===== src/rtl/dw_lod_sched.sv =====
// ---------------------------------------------------------------------------
// dw_lod_sched
//   Leading-one-detect request scheduler. Single-cycle request pulses are
//   latched into a pending vector; the highest set bit (MSB = highest
//   priority) of the selection vector is granted. The grant is registered
//   and held until the consumer acknowledges it. The grant is reported both
//   one-hot and as a leading-zero count.
//
//   Optional feature: define DW_LOD_SCHED_RR_EN to add a round-robin mask.
//   The mask makes selection rotate downward from the last granted bit.
//   Without the macro, selection is strict fixed priority.
//
// Parameters
//   req_width : number of requesters (2..256)
//   enc_width : encoded grant width, ceil(log2(req_width))+1
//
// Ports
//   clk       in  : clock, rising edge
//   rst_n     in  : asynchronous active-low reset
//   req_in    in  : request pulses, bit i sets pend[i]
//   clr       in  : synchronous flush of pending requests and active grant
//   gnt_ack   in  : consumer accepts current grant (ignored when idle)
//   gnt_valid out : grant active
//   gnt_dec   out : one-hot grant
//   gnt_enc   out : leading-zero count of gnt_dec (bit i -> req_width-1-i)
//   pend      out : pending-request register
//   busy      out : gnt_valid | (pend != 0), combinational from registers
// ---------------------------------------------------------------------------
module dw_lod_sched #(
    parameter int req_width = 8,
    parameter int enc_width = 4
) (
    input  logic                 clk,
    input  logic                 rst_n,
    input  logic [req_width-1:0] req_in,
    input  logic                 clr,
    input  logic                 gnt_ack,
    output logic                 gnt_valid,
    output logic [req_width-1:0] gnt_dec,
    output logic [enc_width-1:0] gnt_enc,
    output logic [req_width-1:0] pend,
    output logic                 busy
);

    typedef enum logic {
        IDLE  = 1'b0,
        GRANT = 1'b1
    } state_t;

    localparam logic [req_width-1:0] ONE = req_width'(1);

    state_t                 r_state, w_state_nxt;
    logic                   r_gnt_valid, w_gnt_valid_nxt;
    logic [req_width-1:0]   r_gnt_dec, w_gnt_dec_nxt;
    logic [enc_width-1:0]   r_gnt_enc, w_gnt_enc_nxt;
    logic [req_width-1:0]   r_pend, w_pend_nxt;
    logic [req_width-1:0]   w_ack_clear;
    logic [req_width-1:0]   w_sel;
    logic [req_width-1:0]   w_lod_dec;
    logic [enc_width-1:0]   w_lod_enc;

`ifdef DW_LOD_SCHED_RR_EN
    logic [req_width-1:0]   r_mask, w_mask_nxt;
    logic [req_width-1:0]   w_masked;

    // Prefer requests below the last granted bit; fall back to the full
    // pending vector once that window is empty so the search wraps to the MSB.
    assign w_masked = r_pend & r_mask;
    assign w_sel    = (|w_masked) ? w_masked : r_pend;
`else
    assign w_sel    = r_pend;
`endif

    // Leading-one detector: ascending scan, so the highest set bit is the
    // last assignment and wins.
    always_comb begin
        w_lod_dec = '0;
        w_lod_enc = '0;
        for (int i = 0; i < req_width; i++) begin
            if (w_sel[i]) begin
                w_lod_dec    = '0;
                w_lod_dec[i] = 1'b1;
                w_lod_enc    = enc_width'(req_width - 1 - i);
            end
        end
    end

    // Next-state and next-output logic
    always_comb begin
        w_state_nxt     = r_state;
        w_gnt_valid_nxt = r_gnt_valid;
        w_gnt_dec_nxt   = r_gnt_dec;
        w_gnt_enc_nxt   = r_gnt_enc;
        w_ack_clear     = '0;
`ifdef DW_LOD_SCHED_RR_EN
        w_mask_nxt      = r_mask;
`endif
        if (clr) begin
            w_state_nxt     = IDLE;
            w_gnt_valid_nxt = 1'b0;
            w_gnt_dec_nxt   = '0;
            w_gnt_enc_nxt   = '0;
`ifdef DW_LOD_SCHED_RR_EN
            w_mask_nxt      = '1;
`endif
        end else begin
            case (r_state)
                IDLE: begin
                    if (|w_sel) begin
                        w_state_nxt     = GRANT;
                        w_gnt_valid_nxt = 1'b1;
                        w_gnt_dec_nxt   = w_lod_dec;
                        w_gnt_enc_nxt   = w_lod_enc;
                    end
                end
                GRANT: begin
                    if (gnt_ack) begin
                        w_ack_clear     = r_gnt_dec;
                        w_state_nxt     = IDLE;
                        w_gnt_valid_nxt = 1'b0;
                        w_gnt_dec_nxt   = '0;
                        w_gnt_enc_nxt   = '0;
`ifdef DW_LOD_SCHED_RR_EN
                        // one-hot minus one gives all bits below the grant;
                        // granting bit 0 reopens the whole vector
                        w_mask_nxt = (r_gnt_dec == ONE) ? '1 : (r_gnt_dec - ONE);
`endif
                    end
                end
                default: begin
                    w_state_nxt     = IDLE;
                    w_gnt_valid_nxt = 1'b0;
                    w_gnt_dec_nxt   = '0;
                    w_gnt_enc_nxt   = '0;
                end
            endcase
        end
    end

    // A request on the bit being acked in the same cycle survives (set wins)
    assign w_pend_nxt = clr ? '0 : ((r_pend & ~w_ack_clear) | req_in);

    always_ff @(posedge clk or negedge rst_n) begin
        if (!rst_n) begin
            r_state     <= IDLE;
            r_gnt_valid <= 1'b0;
            r_gnt_dec   <= '0;
            r_gnt_enc   <= '0;
            r_pend      <= '0;
        end else begin
            r_state     <= w_state_nxt;
            r_gnt_valid <= w_gnt_valid_nxt;
            r_gnt_dec   <= w_gnt_dec_nxt;
            r_gnt_enc   <= w_gnt_enc_nxt;
            r_pend      <= w_pend_nxt;
        end
    end

`ifdef DW_LOD_SCHED_RR_EN
    always_ff @(posedge clk or negedge rst_n) begin
        if (!rst_n) begin
            r_mask <= '1;
        end else begin
            r_mask <= w_mask_nxt;
        end
    end
`endif

    assign gnt_valid = r_gnt_valid;
    assign gnt_dec   = r_gnt_dec;
    assign gnt_enc   = r_gnt_enc;
    assign pend      = r_pend;
    assign busy      = r_gnt_valid | (|r_pend);

endmodule


===== config.mk =====
export PLATFORM = sky130hd
export DESIGN_NAME = dw_lod_sched
export DESIGN_NICKNAME = d
export VERILOG_FILES = /design/src/rtl/dw_lod_sched.sv
export SDC_FILE = /design/constraint.sdc
export NUM_CORES = 1
export LEC_CHECK = 0
export BUFFER_PORTS_ARGS = -buffer_cell sky130_fd_sc_hd__buf_2
export CORE_AREA = 2 2 50 75
export CTS_CLUSTER_DIAMETER = 120
export DETAILED_ROUTE_END_ITERATION = 10
export DIE_AREA = 0 0 52 77
export PLACE_DENSITY = 0.58
export SYNTH_ARGS = -nofsm -noshare
export SYNTH_HDL_FRONTEND = slang
export SYNTH_SLANG_ARGS = --single-unit

===== constraint.sdc =====
create_clock -name clk -period 2.8 [get_ports clk]
set_input_delay 0.14 -clock clk [delete_from_list [all_inputs] [get_ports clk]]
set_output_delay 0.14 -clock clk [all_outputs]
set_load 0.01 [all_outputs]

# [After elaboration in Yosys (flattened, before gate mapping)]
# Index checks and enable logic that the tools add are counted.
[word_totals] regBits=22 output_inout_bits=22 wordCells=50
[op_classes] n_eq_ne=2 mux=36 bitwise=5 reduce_logical=2
[op_table] operator="$mux 8" count=13
[op_table] operator="$mux 4" count=10
[op_table] operator="$pmux 8 s2" count=1
[op_table] operator="$and 8x8->8" count=1
[op_table] operator="$not 8->8" count=1
[op_table] operator="$or 8x8->8" count=1
[op_table] operator="$pmux 4 s2" count=1
[op_table] operator="$reduce_or 8->1" count=1
[op_table] operator="$mux 1" count=7
[op_table] operator="$ne 3x3->1 const B" count=2
[op_table] operator="$pmux 1 s2" count=2
[op_table] operator="$mux 3" count=1
[op_table] operator="$mux 2" count=1
[op_table] operator="$reduce_and 2->1" count=1
[op_table] operator="$not 1->1" count=1
[op_table] operator="$or 1x1->1" count=1

# [Logic depth before layout (Yosys ltp)]
[depth] ltp_word=11 ltp_mapped=5 ltp_nobuf=4

# [Worst setup path before layout]
# No wires, ideal clock.
[synth_timing] path_type="register to register" from="reg r_pend[3] (netlist: pend[3])" to="reg r_gnt_valid (netlist: gnt_valid)" arrival_ns=1.355 slack_ns=1.324 path_stages_with_launch=5 n_path_buf=0 period_less_slack_ns=1.476 cell_sequence="dfrtp_1 > nor4_4 > nand2_2 > or2_4 > a22o_1"
[synth_between] elab_chain_len=3
[synth_rtl] element="start: declaration" line_no="56" source="logic [req_width-1:0] r_pend, w_pend_nxt;"
[synth_rtl] element="start signal: assignment" line_no="155" source="r_pend <= w_pend_nxt;"
[synth_rtl] element="$reduce_or 8->1" line_no="109" source="if (|w_sel) begin"
[synth_rtl] element="$ne 3x3->1 (no line)"
[synth_rtl] element="$reduce_and 2->1 (no line)"
[synth_rtl] element="end signal: assignment" line_no="152" source="r_gnt_valid <= w_gnt_valid_nxt;"
[synth_rtl] element="end: declaration" line_no="53" source="logic r_gnt_valid, w_gnt_valid_nxt;"
# Every way passes these cells.
# A chain may end at the register's enable or synchronous reset.

# [Worst setup path in the final report]
[layout_timing] from="reg r_pend[3] (netlist: pend[3])" to="out busy"
[layout_between] elab_chain_len=2
[layout_rtl] element="$reduce_or 8->1" line_no="173" source="assign busy = r_gnt_valid | (|r_pend);"
[layout_rtl] element="$or 1x1->1" line_no="173"
[layout_rtl] element="end: declaration" line_no="42" source="output logic busy"
# Every way passes these cells.

==> impl_results.md <==
* Total GRT Usage at 0.129
* PwrDens at 522 mW/mm²
* IO Pins at 34
* Compound-Gate Fraction of Synth Area at 0.185
* Remaining antenna violation count at 0
* Static leakage at roughly 0.59 nW
* Seq/Total Area, Yosys at 0.547
* Fin crit share at 0.618
* CP arrival at between 1500 and 2000 ps
* Final Hold Vio Count at 0
* Antenna violations before repair at 0
* Status: finished clean
* Final net count at roughly 140
* Mapped Area at around 960 µm²
* Detailed-route DRC error count at 0
* Cell taking the most area after synthesis: dfrtp_1
* H-tree levels at 1
* First-pass DRT Iterations at 4
* Starting Density at 0.287
* Vias at 826
* Worst setup path class: reg2out
* Maximum vdd drop at approximately 0.21 mV
* Main combinational cell family by area after synthesis: simple AND/OR/NAND/NOR gates
* Cts bufs inserted at 3
* Layout area overhead at 26.4%
* CTS tree: yes
* Critical path capture point type: output port
* Crit path time final at 1730 ps
* TritonCTS Sinks at 21
* Setup TNS at 0 ps
* Synth Register Bits at 21
* Vias per cell at 4.83
* FILL cells at about 340
* Post-Synth Simple-Gate Area at 0.233
* CP Max Fanout at 8
* Worst Clk Skew at approximately 4.3 ps
* Clock-pin slew on the worst setup and hold paths at ~80 ps
* Post-CTS Hold Buffers at 1
* Synth Area in Adders at 0
* Vias in the first global route at a little under 800
* Layout cells sized above 1 at 0.341
* CP Launch Type: flop
* Post-synthesis mux area share at 0.0117
* DR WL/cell at 14.0 µm
* Final setup viols at 0
* Largest net degree at the start of global routing at 22
* Ys Warns at 0
* Die Height at 77 µm
* Iteration-0 DRC Markers at 10
* Root buffer cell: clkbuf_8
* Hpwl dp at 1.79 mm
* Top cells by area in the synthesized netlist: dfrtp_1, nor2_1, a21oi_1
* Fin area at between 0.001 and 0.0015 mm²
* Type of the most critical hold path: in2reg
* Row cnt at 26
* Max-slew violations at 0
* Xor/xnor share of the synthesized area at 0
* Placed Instance Area at 0.00116 mm²
* Clk_lat worst skew at between 200 and 300 ps
* Die Span X at 52 µm
* IO Port Bufs at 32
* Multi-input gate area at around 420 µm²
* Final core occ at 0.363
* Ant diodes at 0
* Total gr overflow at 0
* Die area at 0.00400 mm²
* Max_slew headroom at 0.578
* Register area at 526 µm²
* Max cap viols at 0
* Unrepaired setup endpoints after global routing: no
* FMAX at 577 MHz
* Routability cong. at between 0.8 and 0.9
* CP required at 2660 ps
* Unique masters post-synth at 27
* Post-Syn Area per Cell at ~10 µm²
* Setup Buffers After CTS at 0
* First-pass GRT wire length at around 3.8 mm
* Post-Route WL at 2.39 mm
* CTS Buffer Depth at 2
* Syn Inst Count at between 90 and 100
* Yosys top cell area share at 0.547
* Worst slew pin tran at between 600 and 700 ps
* Core area at around 0.0034 mm²
* # resized after CTS at 0
* Synthesized Nets at approximately 110
==> cell usage after synthesis (all sizes together) <==
library cell,n
a21o,1
a21oi,10
a22o,6
a32o,2
and2,2
buf,1
clkbuf,2
conb,1
dfrtp,21
inv,1
mux2,1
nand2,13
nand2b,1
nor2,16
nor2b,2
nor3,3
nor3b,1
nor4,3
o211ai,1
o21ai,3
o31ai,3
or2,1
==> layout by cell type, fill, tap and decap left out, types with 2 or more instances in the layout <==
cell and count:
nor2_1 16, dfrtp_1 21, nand2_1 12, o21ai_0 2, a21oi_1 10, nor3_1 3, a32o_1 2, a22o_1 5
buf_2 32, nor4_4 2, clkbuf_8 3, o31ai_1 3, nor2b_1 2
==> per-stage QoR <==
step	power, mW	setup WS (ps)	instances	hold slack, ps
after detailed placement	0.439	1290	166	122
final	0.634	1070	171	85.1
after CTS	0.644	1050	171	83.2
after floorplan	0.396	1320	95	-156
after global routing	0.667	955	171	85.4
after global placement	0.437	1330	166	114
==> state kept, by name (all words and copies together) (netlist names) <==
register / flops
gnt_enc: 3
r_state: 1
pend: 8
gnt_valid: 1
gnt_dec: 8
==> power by group <==
part / switching [mW] / internal (mW) / leakage [nW]
Combinational: 0.0502 / 0.0389 / 0.287
Clock: 0.102 / 0.0992 / 0.0255
Sequential: 0.0249 / 0.319 / 0.276
==> per-layer routing <==
metal  track usage  wire (µm)  vias up
li1              -          -      402
met1         0.153        936      391
met2         0.211       1280       25
met3       0.00778         81        8
met4        0.0947         85        0
met5             0          0        -
==> final cells by class <==
cell class,count,share of cell area
clock buffers,3,0.0340
flip-flops and latches,21,0.433
repair buffers,33,0.140
multi-input cells,70,0.343
clock inverters,1,0.00412
well taps,42,0.0433
inverters,1,0.00309
==> path summary, 6_finish.rpt <==
path	startpoint	to	slack (ps)	depth (start not counted)
setup reg to reg	pend[5]	gnt_dec[4]	1280	4
min in group asynchronous	rst_n	gnt_dec[4]	370	2
hold reg to reg	gnt_enc[0]	gnt_enc[0]	500	1
hold / removal	req_in[5]	pend[5]	90	3
setup / recovery	pend[3]	busy	1070	4
max in group asynchronous	rst_n	gnt_enc[1]	2110	2
==> worst max-delay path: stages, from the launching register on <==
cell	delay (ps)
dfrtp_1	470
nor4_4	350
nand2_2	120
or2_4	240
buf_2	140
==> kinds of logic (layout without fill, tap and decap cells) <==
logic type,Yosys count,count (layout)
flops,21,21
compound gates,26,26
other cells,1,1
mux,1,1
buf+inv,4,38
simple gates,42,42
(Power assumes the default switching activity.)
